<file path="src/rtl/bus_arbiter_2to1_pkg.sv">
// Shared types and constants for the two-requester memory bus arbiter.
package bus_arbiter_2to1_pkg;

   localparam int unsigned NumRequesters = 2;
   localparam int unsigned IdWidth       = $clog2(NumRequesters);

   // Requester identity: 0 = m0, 1 = m1
   typedef logic req_id_t;

   localparam req_id_t ReqM0 = 1'b0;
   localparam req_id_t ReqM1 = 1'b1;

   // The requester that is not `id`; used to hand round-robin preference over
   function automatic req_id_t other_req(input req_id_t id);
      return ~id;
   endfunction

endpackage

</file>
<file path="src/rtl/bus_arbiter_2to1_if.sv">
// Memory bus link: request (valid/ready/addr/wdata/wmask) plus in-order
// response (rvalid/rdata). The master drives requests, the slave answers.
interface bus_arbiter_2to1_if #(
   parameter int unsigned AddrWidth = 64,
   parameter int unsigned DataWidth = 64
) ();

   logic                   valid;
   logic                   ready;
   logic [AddrWidth-1:0]   addr;
   logic [DataWidth-1:0]   wdata;
   logic [DataWidth/8-1:0] wmask;
   logic [DataWidth-1:0]   rdata;
   logic                   rvalid;

   modport master (
      output valid, addr, wdata, wmask,
      input  ready, rdata, rvalid
   );

   modport slave (
      input  valid, addr, wdata, wmask,
      output ready, rdata, rvalid
   );

endinterface

</file>
<file path="src/rtl/bus_arbiter_2to1_id_fifo.sv">
// Synchronous FIFO holding the requester ID of every accepted request so
// that responses can be steered back in acceptance order.
module bus_arbiter_2to1_id_fifo #(
   parameter int unsigned Depth = 2,
   parameter int unsigned Width = 1
) (
   input  logic             clk_i,
   input  logic             rst_ni,
   input  logic             push_i,
   input  logic [Width-1:0] data_i,
   input  logic             pop_i,
   output logic [Width-1:0] head_o,
   output logic             full_o,
   output logic             empty_o
);

   localparam int unsigned PtrW = (Depth > 1) ? $clog2(Depth) : 1;
   localparam int unsigned CntW = $clog2(Depth) + 1;

   logic [Width-1:0] mem_q [Depth];
   logic [PtrW-1:0]  wr_ptr_q, wr_ptr_d;
   logic [PtrW-1:0]  rd_ptr_q, rd_ptr_d;
   logic [CntW-1:0]  cnt_q, cnt_d;

   // Pointers wrap modulo Depth, which need not fill the pointer range
   function automatic logic [PtrW-1:0] ptr_inc(input logic [PtrW-1:0] p);
      if (p == PtrW'(Depth - 1)) begin
         return '0;
      end
      return p + PtrW'(1);
   endfunction

   assign full_o  = (cnt_q == CntW'(Depth));
   assign empty_o = (cnt_q == '0);
   assign head_o  = mem_q[rd_ptr_q];

   // Next-state for pointers and occupancy; push and pop together leave count unchanged
   always_comb begin
      wr_ptr_d = wr_ptr_q;
      rd_ptr_d = rd_ptr_q;
      cnt_d    = cnt_q;
      if (push_i) begin
         wr_ptr_d = ptr_inc(wr_ptr_q);
      end
      if (pop_i) begin
         rd_ptr_d = ptr_inc(rd_ptr_q);
      end
      unique case ({push_i, pop_i})
         2'b10:   cnt_d = cnt_q + CntW'(1);
         2'b01:   cnt_d = cnt_q - CntW'(1);
         default: cnt_d = cnt_q;
      endcase
   end

   // Control state; reset discards every stored ID
   always_ff @(posedge clk_i or negedge rst_ni) begin
      if (!rst_ni) begin
         wr_ptr_q <= '0;
         rd_ptr_q <= '0;
         cnt_q    <= '0;
      end else begin
         wr_ptr_q <= wr_ptr_d;
         rd_ptr_q <= rd_ptr_d;
         cnt_q    <= cnt_d;
      end
   end

   // ID storage; contents are only meaningful below the count, so no reset
   always_ff @(posedge clk_i) begin
      if (push_i) begin
         mem_q[wr_ptr_q] <= data_i;
      end
   end

   a_no_push_full: assert property (@(posedge clk_i) disable iff (!rst_ni)
      !(push_i && full_o));

   a_no_pop_empty: assert property (@(posedge clk_i) disable iff (!rst_ni)
      !(pop_i && empty_o));

endmodule

</file>
<file path="src/rtl/bus_arbiter_2to1.sv">
// Two-requester round-robin arbiter in front of one memory bus. Requests pass
// straight through to the downstream port (no buffering); a grant is locked
// while the downstream stalls, and an ID FIFO steers in-order responses back.
module bus_arbiter_2to1
   import bus_arbiter_2to1_pkg::*;
#(
   parameter int unsigned AddrWidth       = 64,
   parameter int unsigned DataWidth       = 64,
   parameter int unsigned MaxOutstanding  = 2,
   parameter bit          AssertOrphanRsp = 1'b1
) (
   input  logic              clk_i,
   input  logic              rst_ni,
   bus_arbiter_2to1_if.slave  m0_bus,
   bus_arbiter_2to1_if.slave  m1_bus,
   bus_arbiter_2to1_if.master s_bus
);

   localparam int unsigned MaskWidth = DataWidth / 8;

   // Arbitration state
   logic    lock_q, lock_d;
   req_id_t lock_id_q, lock_id_d;
   req_id_t rr_q, rr_d;

   // Grant and handshake
   req_id_t gnt_id;
   logic    any_req;
   logic    gnt_vld;
   logic    gnt_req_vld;
   logic    hs;

   // Muxed request fields
   logic [AddrWidth-1:0] mux_addr;
   logic [DataWidth-1:0] mux_wdata;
   logic [MaskWidth-1:0] mux_wmask;

   // Response steering
   logic    fifo_full, fifo_empty;
   req_id_t head_id;
   logic    pop;
   logic    orphan_rsp;

   // Pick the grantee: a held lock wins, otherwise a lone requester, otherwise the rr favourite
   always_comb begin
      gnt_id  = ReqM0;
      any_req = 1'b0;
      if (lock_q) begin
         gnt_id  = lock_id_q;
         any_req = 1'b1;
      end else if (m0_bus.valid && m1_bus.valid) begin
         gnt_id  = rr_q;
         any_req = 1'b1;
      end else if (m1_bus.valid) begin
         gnt_id  = ReqM1;
         any_req = 1'b1;
      end else if (m0_bus.valid) begin
         gnt_id  = ReqM0;
         any_req = 1'b1;
      end
   end

   // A full ID FIFO blocks the grant even if a response drains an entry this cycle
   assign gnt_vld     = any_req & ~fifo_full & rst_ni;
   assign gnt_req_vld = (gnt_id == ReqM1) ? m1_bus.valid : m0_bus.valid;

   assign mux_addr  = (gnt_id == ReqM1) ? m1_bus.addr  : m0_bus.addr;
   assign mux_wdata = (gnt_id == ReqM1) ? m1_bus.wdata : m0_bus.wdata;
   assign mux_wmask = (gnt_id == ReqM1) ? m1_bus.wmask : m0_bus.wmask;

   assign s_bus.valid = gnt_vld & gnt_req_vld;
   assign s_bus.addr  = mux_addr;
   assign s_bus.wdata = mux_wdata;
   assign s_bus.wmask = mux_wmask;

   assign hs = s_bus.valid & s_bus.ready;

   assign m0_bus.ready = s_bus.ready & gnt_vld & (gnt_id == ReqM0);
   assign m1_bus.ready = s_bus.ready & gnt_vld & (gnt_id == ReqM1);

   // Lock onto a stalled grantee so the downstream request cannot change; handshake releases it
   always_comb begin
      lock_d    = lock_q;
      lock_id_d = lock_id_q;
      rr_d      = rr_q;
      if (hs) begin
         lock_d = 1'b0;
         rr_d   = other_req(gnt_id);
      end else if (s_bus.valid) begin
         lock_d    = 1'b1;
         lock_id_d = gnt_id;
      end
   end

   // Arbitration registers; reset favours m0 and drops any lock
   always_ff @(posedge clk_i or negedge rst_ni) begin
      if (!rst_ni) begin
         lock_q    <= 1'b0;
         lock_id_q <= ReqM0;
         rr_q      <= ReqM0;
      end else begin
         lock_q    <= lock_d;
         lock_id_q <= lock_id_d;
         rr_q      <= rr_d;
      end
   end

   bus_arbiter_2to1_id_fifo #(
      .Depth (MaxOutstanding),
      .Width (IdWidth)
   ) u_id_fifo (
      .clk_i   (clk_i),
      .rst_ni  (rst_ni),
      .push_i  (hs),
      .data_i  (gnt_id),
      .pop_i   (pop),
      .head_o  (head_id),
      .full_o  (fifo_full),
      .empty_o (fifo_empty)
   );

   // Responses with nothing outstanding (e.g. stale after reset) are dropped
   assign pop        = s_bus.rvalid & ~fifo_empty & rst_ni;
   assign orphan_rsp = s_bus.rvalid &  fifo_empty & rst_ni;

   assign m0_bus.rdata  = s_bus.rdata;
   assign m1_bus.rdata  = s_bus.rdata;
   assign m0_bus.rvalid = pop & (head_id == ReqM0);
   assign m1_bus.rvalid = pop & (head_id == ReqM1);

   a_req_hold: assert property (@(posedge clk_i) disable iff (!rst_ni)
      (s_bus.valid && !s_bus.ready) |=>
         (s_bus.valid && $stable(s_bus.addr) && $stable(s_bus.wdata) && $stable(s_bus.wmask)));

   if (AssertOrphanRsp) begin : g_orphan_chk
      a_no_orphan_rsp: assert property (@(posedge clk_i) disable iff (!rst_ni)
         !orphan_rsp);
   end

endmodule

</file>
<file path="src/flat_wrapper.sv">
// flat-port wrapper written by rule: the top's interface ports become plain ports
module bus_arbiter_2to1_flat import bus_arbiter_2to1_pkg::*;
#(
   parameter int unsigned AddrWidth       = 64,
   parameter int unsigned DataWidth       = 64,
   parameter int unsigned MaxOutstanding  = 2,
   parameter bit          AssertOrphanRsp = 1'b1
)
  (clk_i, rst_ni, m0_bus_valid, m0_bus_addr, m0_bus_wdata, m0_bus_wmask, m0_bus_ready, m0_bus_rdata, m0_bus_rvalid, m1_bus_valid, m1_bus_addr, m1_bus_wdata, m1_bus_wmask, m1_bus_ready, m1_bus_rdata, m1_bus_rvalid, s_bus_valid, s_bus_addr, s_bus_wdata, s_bus_wmask, s_bus_ready, s_bus_rdata, s_bus_rvalid);
  bus_arbiter_2to1_if #(.AddrWidth(AddrWidth), .DataWidth(DataWidth)) m0_bus_i ();
  bus_arbiter_2to1_if #(.AddrWidth(AddrWidth), .DataWidth(DataWidth)) m1_bus_i ();
  bus_arbiter_2to1_if #(.AddrWidth(AddrWidth), .DataWidth(DataWidth)) s_bus_i ();
  input  logic clk_i;
  input  logic rst_ni;
  input wire logic [$bits(m0_bus_i.valid)-1:0] m0_bus_valid;
  input wire logic [$bits(m0_bus_i.addr)-1:0] m0_bus_addr;
  input wire logic [$bits(m0_bus_i.wdata)-1:0] m0_bus_wdata;
  input wire logic [$bits(m0_bus_i.wmask)-1:0] m0_bus_wmask;
  output wire logic [$bits(m0_bus_i.ready)-1:0] m0_bus_ready;
  output wire logic [$bits(m0_bus_i.rdata)-1:0] m0_bus_rdata;
  output wire logic [$bits(m0_bus_i.rvalid)-1:0] m0_bus_rvalid;
  input wire logic [$bits(m1_bus_i.valid)-1:0] m1_bus_valid;
  input wire logic [$bits(m1_bus_i.addr)-1:0] m1_bus_addr;
  input wire logic [$bits(m1_bus_i.wdata)-1:0] m1_bus_wdata;
  input wire logic [$bits(m1_bus_i.wmask)-1:0] m1_bus_wmask;
  output wire logic [$bits(m1_bus_i.ready)-1:0] m1_bus_ready;
  output wire logic [$bits(m1_bus_i.rdata)-1:0] m1_bus_rdata;
  output wire logic [$bits(m1_bus_i.rvalid)-1:0] m1_bus_rvalid;
  output wire logic [$bits(s_bus_i.valid)-1:0] s_bus_valid;
  output wire logic [$bits(s_bus_i.addr)-1:0] s_bus_addr;
  output wire logic [$bits(s_bus_i.wdata)-1:0] s_bus_wdata;
  output wire logic [$bits(s_bus_i.wmask)-1:0] s_bus_wmask;
  input wire logic [$bits(s_bus_i.ready)-1:0] s_bus_ready;
  input wire logic [$bits(s_bus_i.rdata)-1:0] s_bus_rdata;
  input wire logic [$bits(s_bus_i.rvalid)-1:0] s_bus_rvalid;
  assign m0_bus_i.valid = m0_bus_valid;
  assign m0_bus_i.addr = m0_bus_addr;
  assign m0_bus_i.wdata = m0_bus_wdata;
  assign m0_bus_i.wmask = m0_bus_wmask;
  assign m0_bus_ready = m0_bus_i.ready;
  assign m0_bus_rdata = m0_bus_i.rdata;
  assign m0_bus_rvalid = m0_bus_i.rvalid;
  assign m1_bus_i.valid = m1_bus_valid;
  assign m1_bus_i.addr = m1_bus_addr;
  assign m1_bus_i.wdata = m1_bus_wdata;
  assign m1_bus_i.wmask = m1_bus_wmask;
  assign m1_bus_ready = m1_bus_i.ready;
  assign m1_bus_rdata = m1_bus_i.rdata;
  assign m1_bus_rvalid = m1_bus_i.rvalid;
  assign s_bus_valid = s_bus_i.valid;
  assign s_bus_addr = s_bus_i.addr;
  assign s_bus_wdata = s_bus_i.wdata;
  assign s_bus_wmask = s_bus_i.wmask;
  assign s_bus_i.ready = s_bus_ready;
  assign s_bus_i.rdata = s_bus_rdata;
  assign s_bus_i.rvalid = s_bus_rvalid;
  bus_arbiter_2to1 #(.AddrWidth(AddrWidth), .DataWidth(DataWidth), .MaxOutstanding(MaxOutstanding), .AssertOrphanRsp(AssertOrphanRsp)) u_core (.clk_i(clk_i), .rst_ni(rst_ni), .m0_bus(m0_bus_i), .m1_bus(m1_bus_i), .s_bus(s_bus_i));
endmodule
</file>
<file path="config.mk">
export PLATFORM = sky130hd
export DESIGN_NAME = bus_arbiter_2to1_flat
export DESIGN_NICKNAME = d
export VERILOG_FILES = /design/src/rtl/bus_arbiter_2to1_pkg.sv /design/src/rtl/bus_arbiter_2to1_if.sv /design/src/rtl/bus_arbiter_2to1_id_fifo.sv /design/src/rtl/bus_arbiter_2to1.sv /design/src/flat_wrapper.sv
export SDC_FILE = /design/constraint.sdc
export NUM_CORES = 1
export LEC_CHECK = 0
export ABC_AREA = 0
export BUFFER_PORTS_ARGS = -buffer_cell sky130_fd_sc_hd__clkbuf_2
export CAP_MARGIN = 20
export CORE_AREA = 2 2 239 241
export CTS_CLUSTER_SIZE = 20
export DETAILED_ROUTE_END_ITERATION = 6
export DIE_AREA = 0 0 241 243
export PLACE_DENSITY_LB_ADDON = 0.05
export SKIP_CTS_REPAIR_TIMING = 1
export SLEW_MARGIN = 20
export SYNTH_ARGS = -nofsm -noshare
export SYNTH_HDL_FRONTEND = slang
export SYNTH_SLANG_ARGS = --single-unit
</file>
<file path="constraint.sdc">
create_clock -name clk_i -period 1.8 [get_ports clk_i]
set_input_delay 0.27 -clock clk_i [delete_from_list [all_inputs] [get_ports clk_i]]
set_output_delay 0.27 -clock clk_i [all_outputs]
set_load 0.05 [all_outputs]
</file>
# Yosys cells after proc, flatten, opt, wreduce, memory -nomap -nowiden
# Memories as Yosys holds them, arrays and structs flattened.
# Cells that the tools add are included.
[word_totals] memories=1 ramBits=2 output_inout_bits=269 regBits=7 in_bits=342
[classes] muxes=24 n_reduce_logical=5 eq_ne=3 addsub=4 bitwise_logic=16
[mem_list] memory="u_core.u_id_fifo.mem_q" words=2 word_bits=1 rd=1 rd_ports_with_merged_regs=0 wr=1 line="bus_arbiter_2to1_id_fifo.sv:20" source="logic [Width-1:0] mem_q [Depth];"
[op_table] cell="$mux 64" count=2
[op_table] cell="$mux 1" count=20
[op_table] cell="$and 1x1->1" count=11
[op_table] cell="$mux 8" count=1
[op_table] cell="$not 1->1" count=5
[op_table] cell="$eq 2x2->1 const B" count=2
[op_table] cell="$pmux 2 s2" count=1
[op_table] cell="$reduce_bool 2->1" count=2
[op_table] cell="$add 1x1->1 const B" count=2
[op_table] cell="$add 2x1->2 const B" count=1
[op_table] cell="$eq 2x1->1 const B" count=1
[op_table] cell="$logic_not 2->1" count=1
[op_table] cell="$reduce_and 2->1" count=1
[op_table] cell="$sub 2x1->2 const B" count=1
[op_table] cell="$logic_and 1x1->1" count=1

# Depth between registers and ports, before layout
[logic_depth] ltp_word=10 depth_mapped=8 mapped_depth_nobuf=7

# Hierarchy
# Synthesis repeated with hierarchy kept, for this count alone.
[unflattened] hier_cells=331 area_unflattened_um2=3647.2
[modules_own_cells] mod="bus_arbiter_2to1" area_each_um2=3389.5 n_inst=1 seq_area_each_um2=75.1 cells_each=312
[modules_own_cells] mod="bus_arbiter_2to1_id_fifo" area_each_um2=257.7 n_inst=1 seq_area_each_um2=160.2 cells_each=19

# Worst setup path before layout
# OpenSTA, ideal clock, no wires.
[synth_timing] kind="register -> output" startpoint="reg u_core.lock_q" endpoint="out m1_bus_ready" setup_slack_ns=-0.672 t_required_ns=1.530 stages_incl_launch_ff=6 arrival_time_ns=2.202 cell_sequence="dfrtp_1 nand2b_1 o21ai_4 buf_6 buf_6 nor3b_1"
[synth_via] elab_cells_between_ends=6 cone_classes="mux (2); bitwise (4)"
[synth_lines] element="start, declared" line="bus_arbiter_2to1.sv:22" source="logic lock_q, lock_d;"
[synth_lines] element="start signal, assigned" line="bus_arbiter_2to1.sv:102" source="lock_q <= lock_d;"
[synth_lines] element="$mux 1" line="bus_arbiter_2to1.sv:48" source="if (lock_q) begin"
[synth_lines] element="net u_core.gnt_id" line="bus_arbiter_2to1.sv:27" source="req_id_t gnt_id;"
[synth_lines] element="$and 1x1->1" line="bus_arbiter_2to1.sv:79" source="assign m1_bus.ready = s_bus.ready & gnt_vld & (gnt_id == ReqM1);"
[synth_lines] element="end, declared" line="flat_wrapper.sv:26" source="output wire logic [$bits(m1_bus_i.ready)-1:0] m1_bus_ready;"
# The timed path passes the listed nets, and every way through them passes these cells.

# Worst setup path in the final report
[layout_timing] startpoint="reg u_core.rr_q" endpoint="out s_bus_wdata[14]"
[layout_via] elab_chain_len=3
[layout_rtl] element="start, declared" line="bus_arbiter_2to1.sv:24" source="req_id_t rr_q, rr_d;"
[layout_rtl] element="start signal, assigned" line="bus_arbiter_2to1.sv:100" source="rr_q <= ReqM0;"
[layout_rtl] element="start signal, assigned" line="bus_arbiter_2to1.sv:104" source="rr_q <= rr_d;"
[layout_rtl] element="$mux 1" line="bus_arbiter_2to1.sv:51" source="end else if (m0_bus.valid && m1_bus.valid) begin"
[layout_rtl] element="$mux 1" line="bus_arbiter_2to1.sv:48"
[layout_rtl] element="$mux 64" line="bus_arbiter_2to1.sv:68" source="assign mux_wdata = (gnt_id == ReqM1) ? m1_bus.wdata : m0_bus.wdata;"
[layout_rtl] element="end, declared" line="flat_wrapper.sv:31" source="output wire logic [$bits(s_bus_i.wdata)-1:0] s_bus_wdata;"
# No other way between the ends.

==> flow_metrics.env <==
export IMPL_path_delay_family="buffers and inverters"
export IMPL_synth_adder_area_share_pct=0.403
export IMPL_worstHoldPathType="primary input to async pin"
export IMPL_setup_viol=141
export IMPL_insertion_delay_ns=0.24
export IMPL_maxCapViolCount=0
export IMPL_cts_buffer_depth=2
export IMPL_drive_gt1_share_pct=94.1
export IMPL_syn_avg_cell_area_sq_um=9.62
export IMPL_regArea_sq_um=235
export IMPL_track_usage_pct=5.57
export IMPL_period_share_pct=123
export IMPL_synth_seq_cells=9
export IMPL_overflow=0
export IMPL_synth_flop_cell="dfrtp_1"
export IMPL_p_total_mw=9.40
export IMPL_cts_sinks=9
export IMPL_worstMarginPinSlew_ns=0.285
export IMPL_std_cell_rows=87
export IMPL_fp_dieW_um=241
export IMPL_critPathKind="flip-flop to primary output"
export IMPL_netlist_top_cells_area="buf_4 31%, mux2_2 26%, mux2_1 24%, dfrtp_1 5.6%, buf_6 2.9%"
export IMPL_io_pins=611
export IMPL_fmax_mhz=450
export IMPL_final_area_sq_um=5650
export IMPL_synth_top_family_by_area="multiplexers"
export IMPL_vias=3511
export IMPL_fin_crit_ns=2.22
export IMPL_power_density_nw_per_um2=1660
export IMPL_synth_simple_area_share_pct=2.58
export IMPL_hold_viol_final=0
export IMPL_route_met3_wl_mm=2.20
export IMPL_drt_first_iter_violations=36
export IMPL_ys_seq_area_share_pct=7.57
export IMPL_r2r_start="u_core.rr_q$_DFFE_PN0P_"
export IMPL_met2_length_mm=9.50
export IMPL_synth_enable_flop_cells=2
export IMPL_wire_per_inst_um=13.0
export IMPL_yosys_warnings=0
export IMPL_layout_common_cells="279 x clkbuf_2, 132 x mux2_2, 128 x buf_2"
export IMPL_multi_input_area_sq_um=1820
export IMPL_synth_cell_types=31
export IMPL_final_common_cell="clkbuf_2"
export IMPL_synth_area_leader_cell="buf_4"
export IMPL_core_sq_um=56000
export IMPL_finalWirelength_mm=18.1
export IMPL_top_layer="met4"
export IMPL_required_ns=1.53
export IMPL_htreeDepth=1
export IMPL_p_leak_nw=2.73
export IMPL_ff2ff_path_depth=8
export IMPL_cp_max_fo=21
export IMPL_gp_congestion=0.713
export IMPL_postPlaceCellArea_sq_um=5460
export IMPL_place_ws_ns=-0.262
export IMPL_slew_viol_final=0
export IMPL_synth_mux_area_share_pct=49.9
export IMPL_cts_tree="built"
export IMPL_dieHeight_um=243
export IMPL_cp_arrival_ns=1.95
export IMPL_fill_cells=6632
export IMPL_met1_length_mm=6.24
export IMPL_finalNonFillerCells=1396
export IMPL_grt_pass1_wl_mm=24.0
export IMPL_rsz0062_at_grt="true"
export IMPL_start_util_pct=5.55
export IMPL_reg2reg_slack_ns=-0.12
export IMPL_grt_max_degree=22
export IMPL_syn_nets=666
export IMPL_synthesis_area_sq_um=3110
export IMPL_synthCells=323
export IMPL_fin_ws_ns=-0.420
export IMPL_crit_chain="and2b_1, o21ai_4, buf_12, buf_12, mux2_2, buf_2"
export IMPL_cts_clk_slew_worst_paths_ns=0.04
export IMPL_fin_nets=983
export IMPL_ant_nets=0
export IMPL_slowest_stage="mux2_2"
export IMPL_violations="negative setup slack"
export IMPL_dp_hpwl_mm=16.8
export IMPL_status="finished with violations"
export IMPL_first_pass_iters=4
export IMPL_crit_path_end_kind="primary output"
export IMPL_drc=0
export IMPL_dp_cells=1386
export IMPL_synth_top_area_share_pct=30.9
export IMPL_fin_skew_ns=0.00548
export IMPL_clock_root_buffer="clkbuf_16"
export IMPL_cts_made_buffers=3
export IMPL_crit_buf_inv=3
export IMPL_synth_compound_area_share_pct=2.90
export IMPL_syn2layout_area_growth_pct=81.9
export IMPL_vdd_drop_max_v=0.000442
export IMPL_max_stage_delay_ns=0.36
export IMPL_crit_top_cell="buf_12"
export IMPL_antenna_found_initial=0
export IMPL_die_area_sq_um=58600
export IMPL_synth_xor_area_share_pct=1.41
export IMPL_drt_vias_per_instance=2.52
export IMPL_r2r_end="u_core.u_id_fifo.cnt_q[0]$_DFFE_PN0P_"
export IMPL_grt_pass1_vias=3859
export IMPL_start_kind="flip-flop"
export IMPL_slew_headroom_pct=81.0
export IMPL_numPortBuffers=418
export IMPL_async_reset_ff_share_pct=77.8
Yosys cell counts, types with 2 or more instances:
cell type,count
a31oi_1,2
mux2_1,65
buf_2,7
nor2_1,4
buf_4,128
nand2b_1,2
edfxtp_1,2
nand3_1,2
buf_6,8
xnor2_1,4
dfrtp_1,7
mux2_2,71
mux2i_1,2
inv_1,2
worst reg2reg max path, cell delays in order, from the launching register on:
cell and delay [ns]:
dfrtp_1 0.34, and2b_1 0.20, o21ai_4 0.22, buf_12 0.18
buf_12 0.18, o211ai_2 0.11, ha_1 0.32, buf_4 0.14
xnor2_1 0.11
per-layer routing:
layer / GRT usage, % / vias up
met2: 11.0 / 326
met1: 5.40 / 1533
met4: 0.999 / 0
met3: 2.23 / 17
li1: - / 1635
met5: 0 / -
how the worst max path moves through the flow:
stage	endpoint	slack [ns]	start	depth (start not counted)
floorplan	m1_bus_ready	-0.02	u_core.lock_q$_DFFE_PN0P_	5
global placement	s_bus_wmask[1]	-0.27	m0_bus_valid	7
detailed placement	s_bus_wdata[14]	-0.26	m0_bus_valid	7
CTS	s_bus_wdata[14]	-0.50	u_core.rr_q$_DFFE_PN0P_	6
global route	s_bus_wdata[13]	-0.51	u_core.rr_q$_DFFE_PN0P_	6
finish	s_bus_wdata[14]	-0.42	u_core.rr_q$_DFFE_PN0P_	6
power breakdown:
part	total, mW	internal [mW]	switching [mW]
clock	0.400	0.294	0.106
combinational	8.63	3.08	5.56
sequential	0.361	0.306	0.0546
registers in the layout, summed over array words and instances (netlist names):
signal,count
u_core.lock_q,1
u_core.u_id_fifo.cnt_q,2
u_core.u_id_fifo.rd_ptr_q,1
u_core.u_id_fifo.mem_q,2
u_core.u_id_fifo.wr_ptr_q,1
u_core.lock_id_q,1
u_core.rr_q,1
stage by stage:
stage          TNS (ns)  hold WS, ns  utilization (%)
2_1_floorplan   -0.0162      -0.0256                -
3_3_place_gp     -31.28        0.106             9.75
3_5_place_dp     -29.62        0.113             9.75
4_1_cts          -62.09       -0.143             9.89
5_1_grt          -64.16       0.0538             10.1
6_report         -50.16       0.0328             10.1
area by class of cell:
type	count	area share, %
antenna	1	0.0443
timing repair buffer	455	45.2
clock buffer	3	1.33
inverter	2	0.133
clock inverter	1	0.0886
tap	756	16.7
sequential	9	4.16
multi-input combinational	169	32.3
logic make-up (layout without fill, tap and decap cells):
logic type / Yosys count / after routing
AOI/OAI and AO/OA: 10 / 10
xor gates and xnor gates: 5 / 5
adders and majority gates: 1 / 1
buffers and inverters: 145 / 461
DFF: 9 / 9
muxes: 138 / 138
other: 0 / 1
and+or+nand+nor: 15 / 15
(Power assumes the default switching activity.)
